### src/rtl/pqvalue_pkg.sv
// pqvalue_pkg: shared types and constants for the PQ modular ALU.
//   - pq_op_e    : operation select encoding (sel_op_i)
//   - pq_red_e   : modulus select encoding (sel_red_i)
//   - pq_state_e : control FSM states
//   - default width, moduli and Kyber iteration count
package pqvalue_pkg;

    localparam int unsigned PQ_WIDTH    = 23;
    localparam logic [22:0] PQ_Q_DIL    = 23'd8380417;
    localparam logic [22:0] PQ_Q_KYB    = 23'd3329;
    localparam int unsigned PQ_KYB_BITS = 12;

    typedef enum logic [1:0] {
        OP_NONE = 2'b00,
        OP_ADD  = 2'b01,
        OP_SUB  = 2'b10,
        OP_MUL  = 2'b11
    } pq_op_e;

    typedef enum logic {
        RED_DIL = 1'b0,
        RED_KYB = 1'b1
    } pq_red_e;

    typedef enum logic [1:0] {
        IDLE = 2'b00,
        MUL  = 2'b01,
        DONE = 2'b10
    } pq_state_e;

endpackage

### src/rtl/pqvalue_mul_iter.sv
// pqvalue_mul_iter: bit-serial interleaved modular multiplier.
// Scans b MSB-first, one bit per cycle: acc = 2*acc mod q, then acc += a mod q
// when the bit is set. Operands and modulus are latched on start.
// Ports:
//   clk_i, rst_ni : clock, asynchronous active-low reset
//   start         : load operands, clear acc, begin iterating next cycle
//   kyb           : 1 = scan KYB_BITS bits of b, 0 = scan WIDTH bits
//   a, b, q       : operands and modulus sampled on start
//   acc_next      : value acc takes at the end of the current step
//   done          : the current cycle performs the step on bit 0
module pqvalue_mul_iter
    import pqvalue_pkg::*;
#(
    parameter int unsigned WIDTH    = PQ_WIDTH,
    parameter int unsigned KYB_BITS = PQ_KYB_BITS
) (
    input  logic             clk_i,
    input  logic             rst_ni,
    input  logic             start,
    input  logic             kyb,
    input  logic [WIDTH-1:0] a,
    input  logic [WIDTH-1:0] b,
    input  logic [WIDTH-1:0] q,
    output logic [WIDTH-1:0] acc_next,
    output logic             done
);

    localparam int unsigned CNT_W = $clog2(WIDTH);

    logic [WIDTH-1:0] a_r;
    logic [WIDTH-1:0] b_r;
    logic [WIDTH-1:0] q_r;
    logic [WIDTH-1:0] acc_r;
    logic [CNT_W-1:0] cnt_r;
    logic             busy_r;

    logic [WIDTH:0]   dbl_s;
    logic [WIDTH:0]   dbl_red_s;
    logic [WIDTH:0]   sum_s;
    logic [WIDTH:0]   sum_red_s;

    // One multiply step: double-and-reduce, then conditional add-and-reduce.
    // WIDTH+1 bits hold 2*acc and acc+a without overflow for in-range operands.
    always_comb begin
        dbl_s = {acc_r, 1'b0};
        if (dbl_s >= {1'b0, q_r}) begin
            dbl_red_s = dbl_s - {1'b0, q_r};
        end else begin
            dbl_red_s = dbl_s;
        end
        if (b_r[cnt_r]) begin
            sum_s = dbl_red_s + {1'b0, a_r};
        end else begin
            sum_s = dbl_red_s;
        end
        if (sum_s >= {1'b0, q_r}) begin
            sum_red_s = sum_s - {1'b0, q_r};
        end else begin
            sum_red_s = sum_s;
        end
    end

    assign acc_next = sum_red_s[WIDTH-1:0];
    assign done     = busy_r && (cnt_r == {CNT_W{1'b0}});

    // Operand capture, accumulator and bit counter.
    // The counter always reaches zero, so busy_r clears even for out-of-range operands.
    always_ff @(posedge clk_i or negedge rst_ni) begin
        if (!rst_ni) begin
            a_r    <= {WIDTH{1'b0}};
            b_r    <= {WIDTH{1'b0}};
            q_r    <= {WIDTH{1'b0}};
            acc_r  <= {WIDTH{1'b0}};
            cnt_r  <= {CNT_W{1'b0}};
            busy_r <= 1'b0;
        end else if (start) begin
            a_r    <= a;
            b_r    <= b;
            q_r    <= q;
            acc_r  <= {WIDTH{1'b0}};
            cnt_r  <= kyb ? CNT_W'(KYB_BITS - 1) : CNT_W'(WIDTH - 1);
            busy_r <= 1'b1;
        end else if (busy_r) begin
            acc_r <= acc_next;
            if (cnt_r == {CNT_W{1'b0}}) begin
                busy_r <= 1'b0;
            end else begin
                cnt_r <= cnt_r - CNT_W'(1);
            end
        end else begin
            acc_r  <= acc_r;
            busy_r <= 1'b0;
        end
    end

endmodule

### src/rtl/pqvalue_seq.sv
// pqvalue_seq: sequential modular ALU (add/sub/mul mod Dilithium or Kyber q)
// behind a valid/ready handshake. One operation in flight at most.
// Ports:
//   clk_i, rst_ni           : clock, asynchronous active-low reset
//   in_valid_i / in_ready_o : request handshake (ready only in IDLE)
//   a_i, b_i                : operands (< selected q), sampled at acceptance
//   sel_op_i                : 00 none (result 0), 01 add, 10 sub, 11 mul
//   sel_red_i               : 0 Dilithium, 1 Kyber
//   out_valid_o/out_ready_i : result handshake; result_o held while waiting
//   result_o                : result (< selected q)
// Latency from acceptance: 1 cycle for add/sub/none, 1+n for mul
// (n = KYB_BITS in Kyber mode, WIDTH in Dilithium mode).
module pqvalue_seq
    import pqvalue_pkg::*;
#(
    parameter int unsigned      WIDTH    = PQ_WIDTH,
    parameter logic [WIDTH-1:0] Q_DIL    = PQ_Q_DIL,
    parameter logic [WIDTH-1:0] Q_KYB    = PQ_Q_KYB,
    parameter int unsigned      KYB_BITS = PQ_KYB_BITS
) (
    input  logic             clk_i,
    input  logic             rst_ni,
    input  logic             in_valid_i,
    output logic             in_ready_o,
    input  logic [WIDTH-1:0] a_i,
    input  logic [WIDTH-1:0] b_i,
    input  logic [1:0]       sel_op_i,
    input  logic             sel_red_i,
    output logic             out_valid_o,
    input  logic             out_ready_i,
    output logic [WIDTH-1:0] result_o
);

    pq_state_e        state_r;
    pq_state_e        state_next_s;
    logic             in_ready_r;
    logic             out_valid_r;
    logic [WIDTH-1:0] result_r;

    logic             load_res_s;
    logic [WIDTH-1:0] res_next_s;
    logic             mul_start_s;
    logic [WIDTH-1:0] mul_acc_next_s;
    logic             mul_done_s;

    logic [WIDTH-1:0] q_sel_s;
    logic [WIDTH:0]   sum_s;
    logic [WIDTH:0]   diff_s;
    logic [WIDTH-1:0] add_res_s;
    logic [WIDTH-1:0] sub_res_s;

    assign q_sel_s = (pq_red_e'(sel_red_i) == RED_KYB) ? Q_KYB : Q_DIL;

    // Single-cycle add/sub on the live inputs; only used on the accepting cycle.
    // For a < b the wrapped difference plus q lands back in [0, q) after truncation.
    always_comb begin
        sum_s  = {1'b0, a_i} + {1'b0, b_i};
        diff_s = {1'b0, a_i} - {1'b0, b_i};
        if (sum_s >= {1'b0, q_sel_s}) begin
            add_res_s = WIDTH'(sum_s - {1'b0, q_sel_s});
        end else begin
            add_res_s = sum_s[WIDTH-1:0];
        end
        if (a_i < b_i) begin
            sub_res_s = WIDTH'(diff_s + {1'b0, q_sel_s});
        end else begin
            sub_res_s = diff_s[WIDTH-1:0];
        end
    end

    // Next-state, result-load and multiplier-start decode.
    always_comb begin
        state_next_s = state_r;
        load_res_s   = 1'b0;
        res_next_s   = {WIDTH{1'b0}};
        mul_start_s  = 1'b0;
        case (state_r)
            IDLE: begin
                if (in_valid_i) begin
                    case (pq_op_e'(sel_op_i))
                        OP_ADD: begin
                            load_res_s   = 1'b1;
                            res_next_s   = add_res_s;
                            state_next_s = DONE;
                        end
                        OP_SUB: begin
                            load_res_s   = 1'b1;
                            res_next_s   = sub_res_s;
                            state_next_s = DONE;
                        end
                        OP_MUL: begin
                            mul_start_s  = 1'b1;
                            state_next_s = MUL;
                        end
                        default: begin
                            load_res_s   = 1'b1;
                            res_next_s   = {WIDTH{1'b0}};
                            state_next_s = DONE;
                        end
                    endcase
                end else begin
                    state_next_s = IDLE;
                end
            end
            MUL: begin
                if (mul_done_s) begin
                    load_res_s   = 1'b1;
                    res_next_s   = mul_acc_next_s;
                    state_next_s = DONE;
                end else begin
                    state_next_s = MUL;
                end
            end
            DONE: begin
                if (out_ready_i) begin
                    state_next_s = IDLE;
                end else begin
                    state_next_s = DONE;
                end
            end
            default: begin
                state_next_s = IDLE;
            end
        endcase
    end

    // State, handshake flags and result register.
    // Flags are registered from the next state so both outputs come straight from flops.
    always_ff @(posedge clk_i or negedge rst_ni) begin
        if (!rst_ni) begin
            state_r     <= IDLE;
            in_ready_r  <= 1'b1;
            out_valid_r <= 1'b0;
            result_r    <= {WIDTH{1'b0}};
        end else begin
            state_r     <= state_next_s;
            in_ready_r  <= (state_next_s == IDLE);
            out_valid_r <= (state_next_s == DONE);
            if (load_res_s) begin
                result_r <= res_next_s;
            end else begin
                result_r <= result_r;
            end
        end
    end

    pqvalue_mul_iter #(
        .WIDTH    (WIDTH),
        .KYB_BITS (KYB_BITS)
    ) u_mul_iter (
        .clk_i    (clk_i),
        .rst_ni   (rst_ni),
        .start    (mul_start_s),
        .kyb      (sel_red_i),
        .a        (a_i),
        .b        (b_i),
        .q        (q_sel_s),
        .acc_next (mul_acc_next_s),
        .done     (mul_done_s)
    );

    assign in_ready_o  = in_ready_r;
    assign out_valid_o = out_valid_r;
    assign result_o    = result_r;

endmodule

### config.mk
export PLATFORM = sky130hd
export DESIGN_NAME = pqvalue_seq
export DESIGN_NICKNAME = d
export VERILOG_FILES = /design/src/rtl/pqvalue_pkg.sv /design/src/rtl/pqvalue_mul_iter.sv /design/src/rtl/pqvalue_seq.sv
export SDC_FILE = /design/constraint.sdc
export NUM_CORES = 1
export LEC_CHECK = 0
export CORE_ASPECT_RATIO = 1.4
export CORE_MARGIN = 10
export CORE_UTILIZATION = 53
export CTS_CLUSTER_SIZE = 24
export DETAILED_ROUTE_END_ITERATION = 12
export MAX_ROUTING_LAYER = met4
export PLACE_DENSITY_LB_ADDON = 0.05
export SKIP_CTS_REPAIR_TIMING = 1
export SYNTH_ARGS = -nofsm -noshare
export SYNTH_HDL_FRONTEND = slang
export SYNTH_SLANG_ARGS = --single-unit
### constraint.sdc
create_clock -name clk_i -period 10.5 [get_ports clk_i]
set_input_delay 2.625 -clock clk_i [delete_from_list [all_inputs] [get_ports clk_i]]
set_output_delay 2.625 -clock clk_i [all_outputs]
set_load 0.02 [all_outputs]
==> flow_summary_export.csv <==
group,metric,value,unit
die,fp.coreArea,22690,µm²
placement,dp_slack,1.820,ns
clock_tree,cts.root.buffer_cell,"clkbuf_16",
timing,fin_crit_sh,83.06,%
cells_and_area,final_nets,1817,
cells_and_area,nFillCells,2108,
clock_tree,numCtsBuffers,9,
clock_tree,insertion_delay,0.38,ns
setup_path,crit_fanout,25,
die,die_area,29810,µm²
logic_synthesis,netlist_instances,1598,
drt,drc,0,
logic_synthesis,yosysWarnings,0,
logic_synthesis,yosysUniqueCellTypes,86,
clock_tree,h-tree-depth,3,
drt,antenna_left,0,
clock_tree,clkTransAtPathRegs,0.07,ns
timing,whs,0.4875,ns
clock_tree,tritoncts,"done",
logic_synthesis,synth.ff_latch_count,105,
grt,grtUsageTotal,27.19,%
grt,grt_pass1_wl,63470,µm
drt,route.met3.wl,1309,µm
placement,gp_congestion,0.9777,
timing,drv_slew,0,
drt,wl_met2,20090,µm
placement,dp_hpwl,32390,µm
timing,fin_crit,8.721,ns
timing,rsz0062_at_grt,"false",
logic_synthesis,synth_edf_count,0,
drt,drtIter0Drc,911,
drt,routedWlPerCell,20.82,µm
setup_path,crit_type,"reg -> reg",
timing,max_slew_margin,27.73,%
logic_synthesis,syn_avg_cell_area,7.702,µm²
cells_and_area,area_growth,10.47,%
clock_tree,clock-sinks,105,
setup_path,required,10.70,ns
logic_synthesis,ys.flop_type,"dfrtp_1",
worst_hold_path,hp-start,"u_mul_iter.a_r[7]",
worst_hold_path,hold_path.class,"reg -> reg",
setup_path,worstPathArrival,8.92,ns
logic_synthesis,synthesis.area,12310,µm²
drt,vias,12030,
timing,fmax,0.1147,GHz
placement,port_buffers,77,
die,io_pins,78,
status,run_status,"complete, no violations",
logic_synthesis,yosysSeqAreaShare,21.36,%
logic_synthesis,synth_fp_nets,1785,
drt,via_per_inst,6.214,
job,cap_violations,0,
timing,fin_skew,0.01515,ns
setup_path,critPathLaunch,"u_mul_iter.q_r[21]",
grt,first_global_vias,11681,
drt,routed_wl,40300,µm
drt,met1_length,17960,µm
cells_and_area,drive_above_1_share,4.159,%
grt,grt_max_degree,92,
setup_path,r2r_start,"u_mul_iter.q_r[21]",
timing,hold_viol_final,0,
clock_tree,clk_path_buf_depth,2,
logic_synthesis,ys_async_sr_fraction,100.0,%
drt,firstDrtPassIters,5,
setup_path,slowest_delay,0.57,ns
setup_path,endpoint_kind,"flop",
die,dieWidth,148.8,µm
grt,overflow,0,
timing,timing.final.ws_setup,1.779,ns
timing,setup_tns,0,ns
setup_path,start_kind,"flop",
drt,routed.top_layer,"met4",
grt,antenna_found_initial,0,
die,fp-row-count,65,
setup_path,slowest_stage,"or2_1",
timing,worst_pin_slew,1.057,ns
die,die_y,200.3,µm
die,start_util,54.24,%
timing,setup_violations,0,
cells_and_area,antenna_cells,0,
==> path summary, 6_finish.rpt <==
check | slack [ns] | cells after the start | end
max in group asynchronous | 6.92 | 2 | u_mul_iter.acc_r[21]
worst max-delay path | 1.78 | 31 | result_o[22]
worst min-delay path | 0.49 | 2 | u_mul_iter.a_r[7]
min in group asynchronous | 2.19 | 1 | u_mul_iter.b_r[4]
worst max register to register | 1.78 | 31 | result_o[22]
worst min register to register | 0.49 | 2 | u_mul_iter.a_r[7]
==> critical path: cells and delay by family, from the launching register on <==
| kind | cells | cell delay (ns) |
|---|---|---|
| AND/OR/NAND/NOR | 6 | 1.21 |
| AO/OA/AOI/OAI | 18 | 4.31 |
| flip-flops | 1 | 0.36 |
| buffers and inverters | 2 | 0.82 |
| multiplexers | 1 | 0.41 |
| adder cells (fa/ha/maj) | 4 | 1.40 |
==> metal layers <==
metal | GRT usage, % | vias to the layer above
met5 | - | -
met4 | 7.379 | 0
li1 | - | 5849
met3 | 1.758 | 69
met1 | 34.28 | 5796
met2 | 45.93 | 316
==> registers in the layout, indices dropped and copies added, names as in the netlist <==
| signal | cells |
|---|---|
| result_o | 23 |
| u_mul_iter.a_r | 23 |
| u_mul_iter.acc_r | 23 |
| u_mul_iter.b_r | 23 |
| u_mul_iter.cnt_r | 5 |
| u_mul_iter.q_r | 3 |
| state_r | 2 |
| in_ready_o | 1 |
| out_valid_o | 1 |
| u_mul_iter.busy_r | 1 |
==> cells in the final DEF (no fill, tap or decap), drive strengths merged, types with 7 or more instances in the layout <==
master,n
o211ai,18
a211oi,20
a21boi,10
nand2,202
a31o,9
o21ai,121
ha,131
nand3,25
nor3,37
a21oi,139
o221ai,9
or3,18
nand4,14
nor4,7
xnor2,87
o31ai,12
o21bai,16
a31oi,16
o41ai,8
a22oi,16
clkdlybuf4s50,76
clkbuf,9
dfrtp,104
and3,14
inv,77
xor2,47
nor2,133
o21a,16
a2111oi,7
and2,7
buf,13
or2,9
nor2b,21
mux2,8
mux2i,31
or4,7
nand2b,26
a21o,25
==> stage by stage <==
step	utilization (%)	cells	cell area (µm²)
2_1_floorplan	-	1598	12310
3_3_place_gp	58.59	1920	13290
3_5_place_dp	58.59	1920	13290
4_1_cts	59.92	1936	13600
5_1_grt	59.92	1936	13600
6_report	59.92	1936	13600
==> cell type report <==
type                    count  area [µm²]  share of cell area (%)
clock buffers               9       225.2                   1.656
clock inverters             7       77.57                  0.5705
inverters                  75       281.5                   2.070
multi-input cells        1350        9149                   67.29
flip-flops and latches    105        2629                   19.33
well taps                 301       376.6                   2.770
repair buffers             89       858.3                   6.313
==> synthesized netlist by cell type (8+ instances only) <==
cell type | n | area [µm²]
o21a_1 | 16 | 120.1
a31oi_1 | 15 | 93.84
o21ai_0 | 103 | 515.5
nand3_1 | 25 | 125.1
a21o_1 | 25 | 187.7
ha_1 | 131 | 1639
nand4_1 | 14 | 87.58
xor2_1 | 47 | 411.6
o221ai_1 | 9 | 78.83
and3_1 | 14 | 87.58
a21boi_0 | 9 | 67.56
nand2_1 | 202 | 758.2
nor2_1 | 132 | 495.5
xnor2_1 | 87 | 762.0
or3_1 | 18 | 112.6
o31ai_1 | 11 | 82.58
o21ai_1 | 18 | 90.09
nor3_1 | 37 | 185.2
clkbuf_1 | 58 | 217.7
a22oi_1 | 16 | 120.1
o21bai_1 | 16 | 120.1
mux2i_1 | 31 | 310.3
a211oi_1 | 20 | 150.1
nand2b_1 | 26 | 162.7
dfrtp_1 | 104 | 2603
o211ai_1 | 18 | 135.1
inv_1 | 75 | 281.5
a21oi_1 | 138 | 690.7
mux2_2 | 8 | 90.09
or2_2 | 8 | 50.05
nor2b_1 | 21 | 131.4
==> cells by family after synthesis <==
logic type	count (synthesis)	share of synthesized area (%)
buffers and inverters	143	4.513
AND/OR/NAND/NOR	541	20.50
adder cells (fa/ha/maj)	134	13.81
multiplexers	42	3.802
XOR/XNOR	134	9.535
AO/OA/AOI/OAI	499	26.48
flip-flops	105	21.36
Power is not shown: default switching activity piles up to over one toggle a cycle in this logic, so the estimate is an artifact.
